**src/rtl/fp_operand_fetch.sv**
```systemverilog
// fp_operand_fetch: reads A/B FP16 operand pairs from a word SRAM and presents them to a MAC.
// Define FETCH_ZERO_SKIP_EN to drop pairs where either operand is +/-0.
module fp_operand_fetch (
    input  logic        clk,
    input  logic        rst,
    input  logic        start,
    input  logic [3:0]  base_a,
    input  logic [3:0]  base_b,
    input  logic [4:0]  len,
    output logic        sram_cs,
    output logic        sram_we,
    output logic        sram_oe,
    output logic [3:0]  sram_addr,
    input  logic [15:0] sram_dout,
    output logic [15:0] op_a,
    output logic [15:0] op_b,
    output logic        op_valid,
    input  logic        op_ready,
    output logic        op_last,
    output logic        busy,
    output logic        done
);
    localparam logic [2:0] st_idle = 3'd0, st_rd_a = 3'd1, st_rd_b = 3'd2, st_present = 3'd3, st_done = 3'd4;
    logic [2:0] state;
    logic [3:0] i, ba, bb, addr_q;
    logic [4:0] ln;
    logic       last, skip, rd;
    assign rd = (state == st_rd_a) || (state == st_rd_b);
    assign last = ({1'b0, i} == ln - 5'd1);
    // the address is held between reads so the SRAM bus stays quiet
    assign sram_addr = (state == st_rd_a) ? ba + i : (state == st_rd_b) ? bb + i : addr_q;
    assign sram_cs = !rd;
    assign sram_oe = !rd;
    assign sram_we = 1'b1;
    assign op_valid = (state == st_present);
    assign op_last = op_valid && last;
    assign busy = (state != st_idle);
    assign done = (state == st_done);
`ifdef FETCH_ZERO_SKIP_EN
    assign skip = (op_a[14:0] == 15'd0) || (sram_dout[14:0] == 15'd0);
`else
    assign skip = 1'b0;
`endif
    always_ff @(posedge clk or posedge rst) begin
        if (rst) begin
            state <= st_idle;
            i <= 4'd0;
            ba <= 4'd0;
            bb <= 4'd0;
            ln <= 5'd0;
            addr_q <= 4'd0;
            op_a <= 16'd0;
            op_b <= 16'd0;
        end else begin
            addr_q <= sram_addr;
            case (state)
                st_idle: if (start) begin
                    if (len == 5'd0) state <= st_done;
                    else begin
                        i <= 4'd0;
                        ba <= base_a;
                        bb <= base_b;
                        ln <= len;
                        state <= st_rd_a;
                    end
                end
                st_rd_a: begin
                    op_a <= sram_dout;
                    state <= st_rd_b;
                end
                st_rd_b: begin
                    op_b <= sram_dout;
                    if (!skip) state <= st_present;
                    else if (last) state <= st_done;
                    else begin
                        i <= i + 4'd1;
                        state <= st_rd_a;
                    end
                end
                st_present: if (op_ready) begin
                    if (last) state <= st_done;
                    else begin
                        i <= i + 4'd1;
                        state <= st_rd_a;
                    end
                end
                default: state <= st_idle;
            endcase
        end
    end
endmodule

```
**config.mk**
```make
export PLATFORM = sky130hd
export DESIGN_NAME = fp_operand_fetch
export DESIGN_NICKNAME = d
export VERILOG_FILES = /design/src/rtl/fp_operand_fetch.sv
export SDC_FILE = /design/constraint.sdc
export NUM_CORES = 1
export LEC_CHECK = 0
export BUFFER_PORTS_ARGS = -buffer_cell sky130_fd_sc_hd__buf_2
export CAP_MARGIN = 0
export CORE_MARGIN = 2
export CORE_UTILIZATION = 52
export CTS_CLUSTER_SIZE = 16
export DETAILED_ROUTE_END_ITERATION = 16
export PLACE_DENSITY = 0.8
export SYNTH_ARGS = -nofsm -noshare
export SYNTH_HDL_FRONTEND = slang
export SYNTH_SLANG_ARGS = --single-unit
```
**constraint.sdc**
```tcl
create_clock -name clk -period 2.83 [get_ports clk]
set_clock_uncertainty 0.2 [all_clocks]
set_input_delay 0.283 -clock clk [delete_from_list [all_inputs] [get_ports clk]]
set_output_delay 0.283 -clock clk [all_outputs]
set_load 0.01 [all_outputs]
```
==> impl_metrics.json <==
{
  "clkLatencyLatePin_ps": 310,
  "die_y_um": 76.1,
  "outcome": "complete, no violations",
  "timing.final.crit_share": 0.915,
  "final.min_clock_period_ps": 2590,
  "globalplace.congestion": 0.799,
  "avg_vias_per_cell": 5.22,
  "switching_share": 0.373,
  "dr.pass1.iters": 4,
  "count_of_antenna_diodes_in_the_layout": 0,
  "path_clk_slew_ps": 100,
  "crit_chain": "ha_1 -> a21o_1 -> a21oi_1 -> xnor2_1 -> mux2i_1 -> o21ai_0 -> buf_2",
  "die_area_um2": 5800,
  "finalInstanceArea_um2": 3320,
  "nNetsFinal": 333,
  "numCtsBuffers": 5,
  "timing.critical_path.max_delay_family": "compound AO/OA/AOI/OAI gates",
  "worst-path-max-fanout": 6,
  "wire_per_inst_um": 14.2,
  "synth_seq_area_share": 0.518,
  "criticalPathCategory": "flop to primary output",
  "antenna_found_initial": 0,
  "groute.layer.met2.usage": 0.306,
  "synth.distinct_cells": 45,
  "chipWidth_um": 76.1,
  "syn_avg_cell_area_um2": 13.2,
  "timing.setup.tns_ps": 0,
  "worst-path-buf-inv": 1,
  "crit_slowest_cell": "dfrtp_1",
  "routed_wirelength_mm": 5.12,
  "worst_path_largest_cell_delay_ps": 470,
  "use_met3": 0.0296,
  "timing.final.max_slew_violations": 0,
  "placement.io_buffers": 74,
  "area_growth_pct": 22.8,
  "p_seq_frac": 0.373,
  "setup_viol": 0,
  "worst_slew_margin_rel": 0.581,
  "place_inst": 345,
  "first_iter_violations": 74,
  "ant_nets": 0,
  "initial_core_util": 0.533,
  "route.vias.total": 1883,
  "placement_rows": 26,
  "worstHoldPathType": "primary input to flop",
  "sink_count_of_the_clock_tree": 56,
  "cts.repair.resized": 0,
  "grt_pass1_vias": 1849,
  "mostFrequentLayoutCells": "buf_2 (74), dfrtp_1 (56), mux2_2 (37), inv_1 (12)",
  "cellLeakagePower_nw": 1.62,
  "largest_net_degree_at_the_start_of_global_routing": 33,
  "drive_above_1_share": 0.481,
  "mostFrequentLayoutCell": "buf_2",
  "clk_path_buf_depth": 2,
  "synth.ff_latch_count": 56,
  "max_cap_viol_count": 0,
  "gr-total-overflow": 0,
  "summed_instance_area_of_the_synthesized_netlist_um2": 2710,
  "synth_edf_count": 0,
  "design.portCount": 76,
  "post-dp-hpwl_mm": 3.87,
  "finish.cell_count_without_fillers": 361,
  "grt.busiest_layer": "met2",
  "power.switching_mw": 1.49,
  "achievable-frequency_ghz": 0.386,
  "final_hold_viol_count": 0,
  "grt_util_all_layers": 0.191,
  "combPwrFrac": 0.495,
  "core_um2": 5070,
  "crit_path_end_kind": "primary output",
  "grt_pass1_wl_mm": 8.90,
  "synth_flop_cell": "dfrtp_1",
  "clock_power_share": 0.132,
  "route.detailed.drc": 0,
  "synth_fp_nets": 248,
  "syn-instance-count": 205,
  "worstPathArrival_ps": 2110,
  "post_cts_buffers": 0,
  "cts_root_buf": "clkbuf_8",
  "required_ps": 2350,
  "grtUsageMet1": 0.269,
  "tightestPinTransition_ps": 628,
  "async_reset_ff_frac": 1.00,
  "cts_tree": "built",
  "p_per_area_nw_per_um2": 1200,
  "peakVddDrop_v": 0.000614,
  "placement.cell_area_um2": 3130,
  "grt_setup_unrepaired": "false",
  "yosys_warnings": 0,
  "start_kind": "flop",
  "power.internal_mw": 2.51,
  "cts.htree.levels": 2
}
-- flip-flops by register name, indices dropped and copies added (netlist names) --
register	count
ln	5
i	4
addr_q	4
op_b	16
bb	4
ba	4
state	3
op_a	16
-- cell families after synthesis --
| kind of cell | count (synthesis) | synth area share |
|---|---|---|
| DFF | 56 | 0.518 |
| muxes | 50 | 0.217 |
| and+or+nand+nor | 33 | 0.0749 |
| AOI/OAI and AO/OA | 22 | 0.0537 |
| buffers and inverters | 22 | 0.0476 |
| xor gates and xnor gates | 11 | 0.0356 |
| adders and majority gates | 10 | 0.0518 |
| other | 1 | 0.00139 |
-- metal layers --
metal  wire length [um]  share of wire
met2               2510           0.49
met4                 57          0.011
met3                166          0.032
met1               2390           0.47
met5                  0              0
-- path summary, 6_finish.rpt --
kind / start / end / slack (ps) / cells after the start
min reg2reg: addr_q[2] / addr_q[2] / 300 / 2
min in group asynchronous: rst / op_a[3] / 400 / 3
min: base_a[3] / ba[3] / 10 / 2
max in group asynchronous: rst / ln[0] / 1390 / 4
max reg2reg: ln[0] / i[3] / 700 / 6
max: i[1] / sram_addr[3] / 240 / 7
-- metrics by stage --
stage / utilization / total power, mW / hold WS (ps) / worst slack [ps]
floorplan: - / 2.88 / 185 / 783
global placement: 0.617 / 3.45 / 204 / 612
detailed placement: 0.617 / 3.50 / 203 / 594
CTS: 0.645 / 4.03 / 3.10 / 226
global route: 0.655 / 4.31 / 0.576 / 82.1
finish: 0.655 / 4.00 / 10.2 / 242
-- layout make-up --
| type | instances | area [um2] |
|---|---|---|
| Fill cell | 411 | 1750 |
| Timing Repair Buffer | 87 | 488 |
| Sequential cell | 56 | 1400 |
| Inverter | 13 | 48.8 |
| Multi-Input combinational cell | 127 | 1190 |
| Clock inverter | 2 | 38.8 |
| Tap cell | 70 | 87.6 |
| Clock buffer | 6 | 72.6 |
-- cells in the mapped netlist (all sizes together) (2+ instances only) --
library cell	number	share of area
a211oi	2	0.0074
a21o	2	0.0055
a21oi	8	0.016
a22oi	2	0.0055
buf	8	0.028
dfrtp	56	0.52
fa	2	0.015
ha	8	0.037
inv	13	0.018
mux2	45	0.20
mux2i	5	0.019
nand2	7	0.012
nand2b	3	0.0097
nand3b	3	0.0083
nor2	6	0.0083
nor3	4	0.0074
nor3b	2	0.0074
o21ai	4	0.0074
xnor2	7	0.023
xor2	4	0.013
-- power groups by stage --
stage / registers [mW] / clock network, mW / logic, mW
5_1_grt: 1.55 / 0.583 / 2.18
3_5_place_dp: 1.51 / 0 / 1.99
2_1_floorplan: 1.56 / 0 / 1.32
6_report: 1.49 / 0.527 / 1.98
4_1_cts: 1.49 / 0.536 / 2.00
3_3_place_gp: 1.49 / 0 / 1.96
-- timing repair --
action                                  CTS  global route
hold buffers                              3             5
endpoints found under the setup margin    0             0
hold endpoints to repair                 32             5
Power figures use the tool's default switching activity.
